===== config.mk =====
export PLATFORM = sky130hd
export DESIGN_NAME = feature_map_collector
export DESIGN_NICKNAME = d
export VERILOG_FILES = /design/src/rtl/cnn_stream_pkg.sv /design/src/rtl/feature_map_collector_pos_counter.sv /design/src/rtl/feature_map_collector.sv
export SDC_FILE = /design/constraint.sdc
export NUM_CORES = 1
export LEC_CHECK = 0
export CAP_MARGIN = 10
export CORE_UTILIZATION = 45
export CTS_CLUSTER_DIAMETER = 120
export DETAILED_ROUTE_END_ITERATION = 10
export PLACE_DENSITY = 0.85
export SETUP_SLACK_MARGIN = 0.15
export SLEW_MARGIN = 15
export SYNTH_ARGS = -nofsm -noshare
export SYNTH_HDL_FRONTEND = slang
export SYNTH_SLANG_ARGS = --single-unit

===== constraint.sdc =====
create_clock -name clk -period 6.2 [get_ports clk]
set_input_delay 1.24 -clock clk [delete_from_list [all_inputs] [get_ports clk]]
set_output_delay 1.24 -clock clk [all_outputs]
set_load 0.05 [all_outputs]

===== src/rtl/cnn_stream_pkg.sv =====
// Shared definitions for the CNN pixel-stream blocks.
// Contents:
//   collect_state_t - collector FSM states (COLLECT, HOLD)
//   pixel_count()   - pixels in a square map of the given edge length
//   count_w()       - width of a counter that must reach pixel_count() itself
package cnn_stream_pkg;

  typedef enum logic {COLLECT, HOLD} collect_state_t;

  function automatic int pixel_count(input int width);
    return width * width;
  endfunction

  function automatic int count_w(input int width);
    return $clog2(width * width + 1);
  endfunction

endpackage


===== src/rtl/feature_map_collector_pos_counter.sv =====
// pixel_pos_counter: raster position counter for a map of Pixels pixels.
// Ports:
//   clk, res_n    clock, async active-low reset
//   advance       one pixel accepted this cycle
//   clear         map handed off; restart at position 0 (wins over advance)
//   count         pixels accepted so far in the current map
//   at_last_slot  next accepted pixel fills the final raster slot
module pixel_pos_counter #(
  parameter int Pixels = 16,
  parameter int CountW = 5
) (
  input  logic              clk,
  input  logic              res_n,
  input  logic              advance,
  input  logic              clear,
  output logic [CountW-1:0] count,
  output logic              at_last_slot
);

  always_ff @(posedge clk or negedge res_n) begin
    if (!res_n)       count <= '0;
    else if (clear)   count <= '0;
    else if (advance) count <= count + CountW'(1);
  end

  assign at_last_slot = (count == CountW'(Pixels - 1));

endmodule


===== src/rtl/feature_map_collector.sv =====
// feature_map_collector: reassembles a raster pixel stream into one
// ImageWidth x ImageWidth feature map and presents it as a parallel word.
// Ports:
//   clk, res_n                      clock, async active-low reset
//   in_valid/in_ready/in_data       upstream pixel handshake
//   in_last                         pixel ends the map (only on accept)
//   frame_valid/frame_ready         downstream map handshake
//   frame_data                      pixel k at [k*BitSize +: BitSize]
//   frame_count                     real pixels in the presented map
//   short_err                       presented map was cut short by in_last
module feature_map_collector
  import cnn_stream_pkg::*;
#(
  parameter int BitSize    = 32,
  parameter int ImageWidth = 4
) (
  input  logic                                       clk,
  input  logic                                       res_n,
  input  logic                                       in_valid,
  input  logic [BitSize-1:0]                         in_data,
  input  logic                                       in_last,
  output logic                                       in_ready,
  output logic                                       frame_valid,
  input  logic                                       frame_ready,
  output logic [pixel_count(ImageWidth)*BitSize-1:0] frame_data,
  output logic [count_w(ImageWidth)-1:0]             frame_count,
  output logic                                       short_err
);

  localparam int PixelCount = pixel_count(ImageWidth);
  localparam int CountW     = count_w(ImageWidth);

  collect_state_t    state, state_nxt;
  logic [CountW-1:0] count;
  logic              at_last_slot;
  logic              accept, map_done, handoff;

  assign accept   = in_valid && in_ready;
  assign map_done = accept && (at_last_slot || in_last);
  assign handoff  = frame_valid && frame_ready;

  pixel_pos_counter #(
    .Pixels (PixelCount),
    .CountW (CountW)
  ) u_pos (
    .clk          (clk),
    .res_n        (res_n),
    .advance      (accept),
    .clear        (handoff),
    .count        (count),
    .at_last_slot (at_last_slot)
  );

  always_ff @(posedge clk or negedge res_n) begin
    if (!res_n) state <= COLLECT;
    else        state <= state_nxt;
  end

  always_comb begin
    state_nxt   = state;
    in_ready    = 1'b0;
    frame_valid = 1'b0;
    case (state)
      COLLECT: begin
        in_ready = 1'b1;
        if (map_done) state_nxt = HOLD;
      end
      HOLD: begin
        frame_valid = 1'b1;
        if (frame_ready) state_nxt = COLLECT;
      end
    endcase
  end

  // map_done implies in_last or a full map, so "short" is simply "not full".
  always_ff @(posedge clk or negedge res_n) begin
    if (!res_n)        short_err <= 1'b0;
    else if (map_done) short_err <= !at_last_slot;
    else if (handoff)  short_err <= 1'b0;
  end

  // One storage slot per raster position. Slots at or beyond count are
  // masked to zero on output, so leftovers from an earlier, longer map
  // never show up and no clearing pass is required.
  for (genvar k = 0; k < PixelCount; k++) begin : g_px
    logic [BitSize-1:0] px;

    always_ff @(posedge clk or negedge res_n) begin
      if (!res_n)                                   px <= '0;
      else if (accept && (count == CountW'(k)))     px <= in_data;
    end

    assign frame_data[k*BitSize +: BitSize] = (count > CountW'(k)) ? px : '0;
  end

  assign frame_count = frame_valid ? count : '0;

endmodule

==> insert_results.sql <==
INSERT INTO impl_metrics (metric_group, metric, value, unit) VALUES
('synthesis', 'most_instantiated_cells_after_synthesis', '519 x sky130_fd_sc_hd__dfrtp_1, 469 x sky130_fd_sc_hd__mux2_2, 274 x sky130_fd_sc_hd__nor2b_1', ''),
('timing', 'fmax', '190', 'MHz'),
('route', 'drt-vias-per-instance', '5.32', ''),
('hold_path', 'hp-class', 'reg -> reg', ''),
('route', 'wire_per_inst', '24.7', 'um'),
('clock_tree', 'postCtsHoldBufs', '0', ''),
('setup_path', 'cp_data_required_time', '4.96', 'ns'),
('timing', 'worst_pin_slew', '1.18', 'ns'),
('run_status', 'result_of_the_run', 'completed', ''),
('route', 'finalWirelength', '73.4', 'mm'),
('setup_path', 'most_prevalent_standard_cell_on_the_critical_path', 'sky130_fd_sc_hd__ha_1', ''),
('floorplanning', 'core', '50500', 'um2'),
('place', 'placedCellCount', '2879', ''),
('timing', 'fin_worst_skew', '0.0197', 'ns'),
('setup_path', 'slowest_delay', '0.90', 'ns'),
('floorplanning', 'initial_core_util', '45.9', '%'),
('synthesis', 'primary_ff_master_synth', 'sky130_fd_sc_hd__dfrtp_1', ''),
('clock_tree', 'cts_post_setup_buffers_inserted', '0', ''),
('synthesis', 'synth.area.top_cells', 'sky130_fd_sc_hd__dfrtp_1 56%, sky130_fd_sc_hd__mux2_2 23%, sky130_fd_sc_hd__nor2b_1 7.4%', ''),
('setup_path', 'critPathCaptureType', 'output port', ''),
('clock_tree', 'ctsLongestPathBuffers', '3', ''),
('synthesis', 'mappedNetlistArea', '23200', 'um2'),
('synthesis', 'synthesized_area_per_cell', '13.1', 'um2'),
('setup_path', 'arrival', '4.03', 'ns'),
('synthesis', 'ys_async_sr_fraction', '100', '%'),
('floorplanning', 'fp.dieW', '229', 'um'),
('clock_tree', 'clock_sink_count', '519', ''),
('cells_and_area', 'filler_cell_count', '3840', ''),
('clock_tree', 'htree_num_levels', '2', ''),
('floorplanning', 'floorplan.io_pins', '557', ''),
('synthesis', 'synth.ff_latch_count', '519', ''),
('synthesis', 'synthDominantCellAreaShare', '56.1', '%'),
('setup_path', 'category_of_the_critical_setup_timing_path', 'reg -> out', ''),
('timing', 'slew-limit-headroom', '21.0', '%'),
('synthesis', 'synth_largest_area_cell', 'sky130_fd_sc_hd__dfrtp_1', ''),
('cells_and_area', 'final_util', '61.5', '%'),
('clock_tree', 'root_buffer', 'sky130_fd_sc_hd__clkbuf_16', ''),
('route', 'initial_drc_count', '763', ''),
('timing', 'unrepaired_setup_endpoints_after_global_routing', 'false', ''),
('synthesis', 'synth.most_common_cell', 'sky130_fd_sc_hd__dfrtp_1', ''),
('timing', 'timing_max_transition_violations_final', '0', ''),
('place', 'gp_congestion', '0.858', ''),
('power_and_ir_drop', 'pwr_density_cell', '407', 'nW/um2'),
('setup_path', 'r2r-start', 'u_pos.count[2]$_DFFE_PN0P_', ''),
('hold_path', 'hold-path-cell-count', '1', ''),
('global_route', 'gr-total-overflow', '0', ''),
('hold_path', 'worst_hold_startpoint', 'g_px[5].px[22]$_DFFE_PN0P_', ''),
('synthesis', 'mappedNetlistNets', '1812', ''),
('clock_tree', 'cts.clk_slew.worst_paths', '0.06', 'ns'),
('global_route', 'groute.usage.overall', '27.8', '%'),
('synthesis', 'synth_sequential_area_ratio', '56.1', '%'),
('global_route', 'grt_pass1_wl', '108', 'mm'),
('place', 'port_buffers', '556', ''),
('power_and_ir_drop', 'peakVddDrop', '0.336', 'mV'),
('floorplanning', 'fp.dieArea', '52400', 'um2'),
('setup_path', 'reg2reg_depth', '3', ''),
('route', 'detail-route-antenna-nets', '0', ''),
('clock_tree', 'tritoncts.num_buffers', '54', ''),
('setup_path', 'timing.rr.end', 'g_px[1].px[5]$_DFFE_PN0P_', ''),
('global_route', 'largest_net_degree_at_the_start_of_global_routing', '145', ''),
('cells_and_area', 'area_growth_synth_to_finish', '34.1', '%'),
('cells_and_area', 'drive_above_1_share', '25.9', '%'),
('setup_path', 'timing.critical_path.slowest_stage_cell', 'sky130_fd_sc_hd__a21oi_4', ''),
('synthesis', 'synth_cell_types', '39', ''),
('floorplanning', 'std_cell_rows', '82', ''),
('timing', 'final_critical_path_setup_slack', '0.934', 'ns'),
('timing', 'minimum_clock_period_after_layout', '5.27', 'ns'),
('synthesis', 'synth-warning-count', '0', ''),
('global_route', 'vias_in_the_first_global_route', '16700', ''),
('setup_path', 'startpoint_type', 'flop', ''),
('clock_tree', 'cts_tree', 'built', '');
worst max path at each step:
| stage | cells past startpoint | to | start |
|---|---|---|---|
| 3_5_place_dp | 6 | frame_data[506] | u_pos.count[0]$_DFFE_PN0P_ |
| 3_3_place_gp | 6 | frame_data[316] | u_pos.count[1]$_DFFE_PN0P_ |
| 4_1_cts | 6 | frame_data[507] | u_pos.count[0]$_DFFE_PN0P_ |
| 6_report | 6 | frame_data[507] | u_pos.count[0]$_DFFE_PN0P_ |
| 5_1_grt | 6 | frame_data[503] | u_pos.count[0]$_DFFE_PN0P_ |
| 2_1_floorplan | 7 | frame_data[161] | u_pos.count[1]$_DFFE_PN0P_ |
layout by cell type (no fill, tap or decap), types with 8 or more instances in the layout:
cell type,n
sky130_fd_sc_hd__and2b_1,18
sky130_fd_sc_hd__nor2b_1,274
sky130_fd_sc_hd__clkbuf_16,57
sky130_fd_sc_hd__clkbuf_8,13
sky130_fd_sc_hd__and2_1,227
sky130_fd_sc_hd__clkbuf_1,18
sky130_fd_sc_hd__buf_4,19
sky130_fd_sc_hd__nand3_2,9
sky130_fd_sc_hd__dfrtp_1,519
sky130_fd_sc_hd__clkdlybuf4s50_1,555
sky130_fd_sc_hd__o21ai_0,8
sky130_fd_sc_hd__mux2_2,469
sky130_fd_sc_hd__mux2_1,43
per-layer routing:
layer / track usage [%] / share of wire (%) / up-vias
met1: 34.8 / 41 / 8165
met3: 6.91 / 7.2 / 152
met5: 0 / 0.018 / -
met4: 10.2 / 3.5 / 2
li1: - / - / 6883
met2: 46.4 / 49 / 633
cell type report:
class                           instances  area, um2  area share [%]
Clock inverter                          6       86.3           0.278
Clock buffer                           88       1670            5.39
Multi-Input combinational cell       1106       9670            31.1
Antenna cell                            3       7.51          0.0242
Timing Repair Buffer                  578       5770            18.6
Tap cell                              672        841            2.71
Sequential cell                       519      13000            41.8
Inverter                                5       18.8          0.0604
power breakdown:
part	internal (W)	switching, W	leakage, nW
registers	0.00436	0.000516	6.88
clock network	0.00191	0.00132	0.858
logic	0.00181	0.00274	6.13
registers in the layout, indices dropped and copies added, names as in the netlist:
| name | cells |
|---|---|
| short_err | 1 |
| state | 1 |
| g_px.px | 512 |
| u_pos.count | 5 |
cell families (layout without fill, tap and decap cells):
kind of cell               Yosys count  in the layout  share of synthesized area (%)
muxes                              513            513                           24.9
buffers and inverters              145            677                           2.83
other                                0              3                              0
AOI/OAI and AO/OA                   29             29                          0.789
and+or+nand+nor                    559            559                           15.1
adders and majority gates            5              5                          0.270
DFF                                519            519                           56.1
worst max-delay path, delay by kind of cell, from the launching register on:
family / cells / cell delay (ns)
flops: 1 / 0.57
buf+inv: 1 / 0.81
simple gates: 2 / 0.49
compound gates: 1 / 0.90
fa+ha+maj: 2 / 0.65
stage by stage:
stage | instance area [um2] | total power, W
detailed placement | 29300 | 0.00944
CTS | 31000 | 0.0127
global route | 31000 | 0.0131
floorplan | 23200 | 0.00782
global placement | 29300 | 0.00927
finish | 31100 | 0.0126
(Power assumes the default switching activity.)
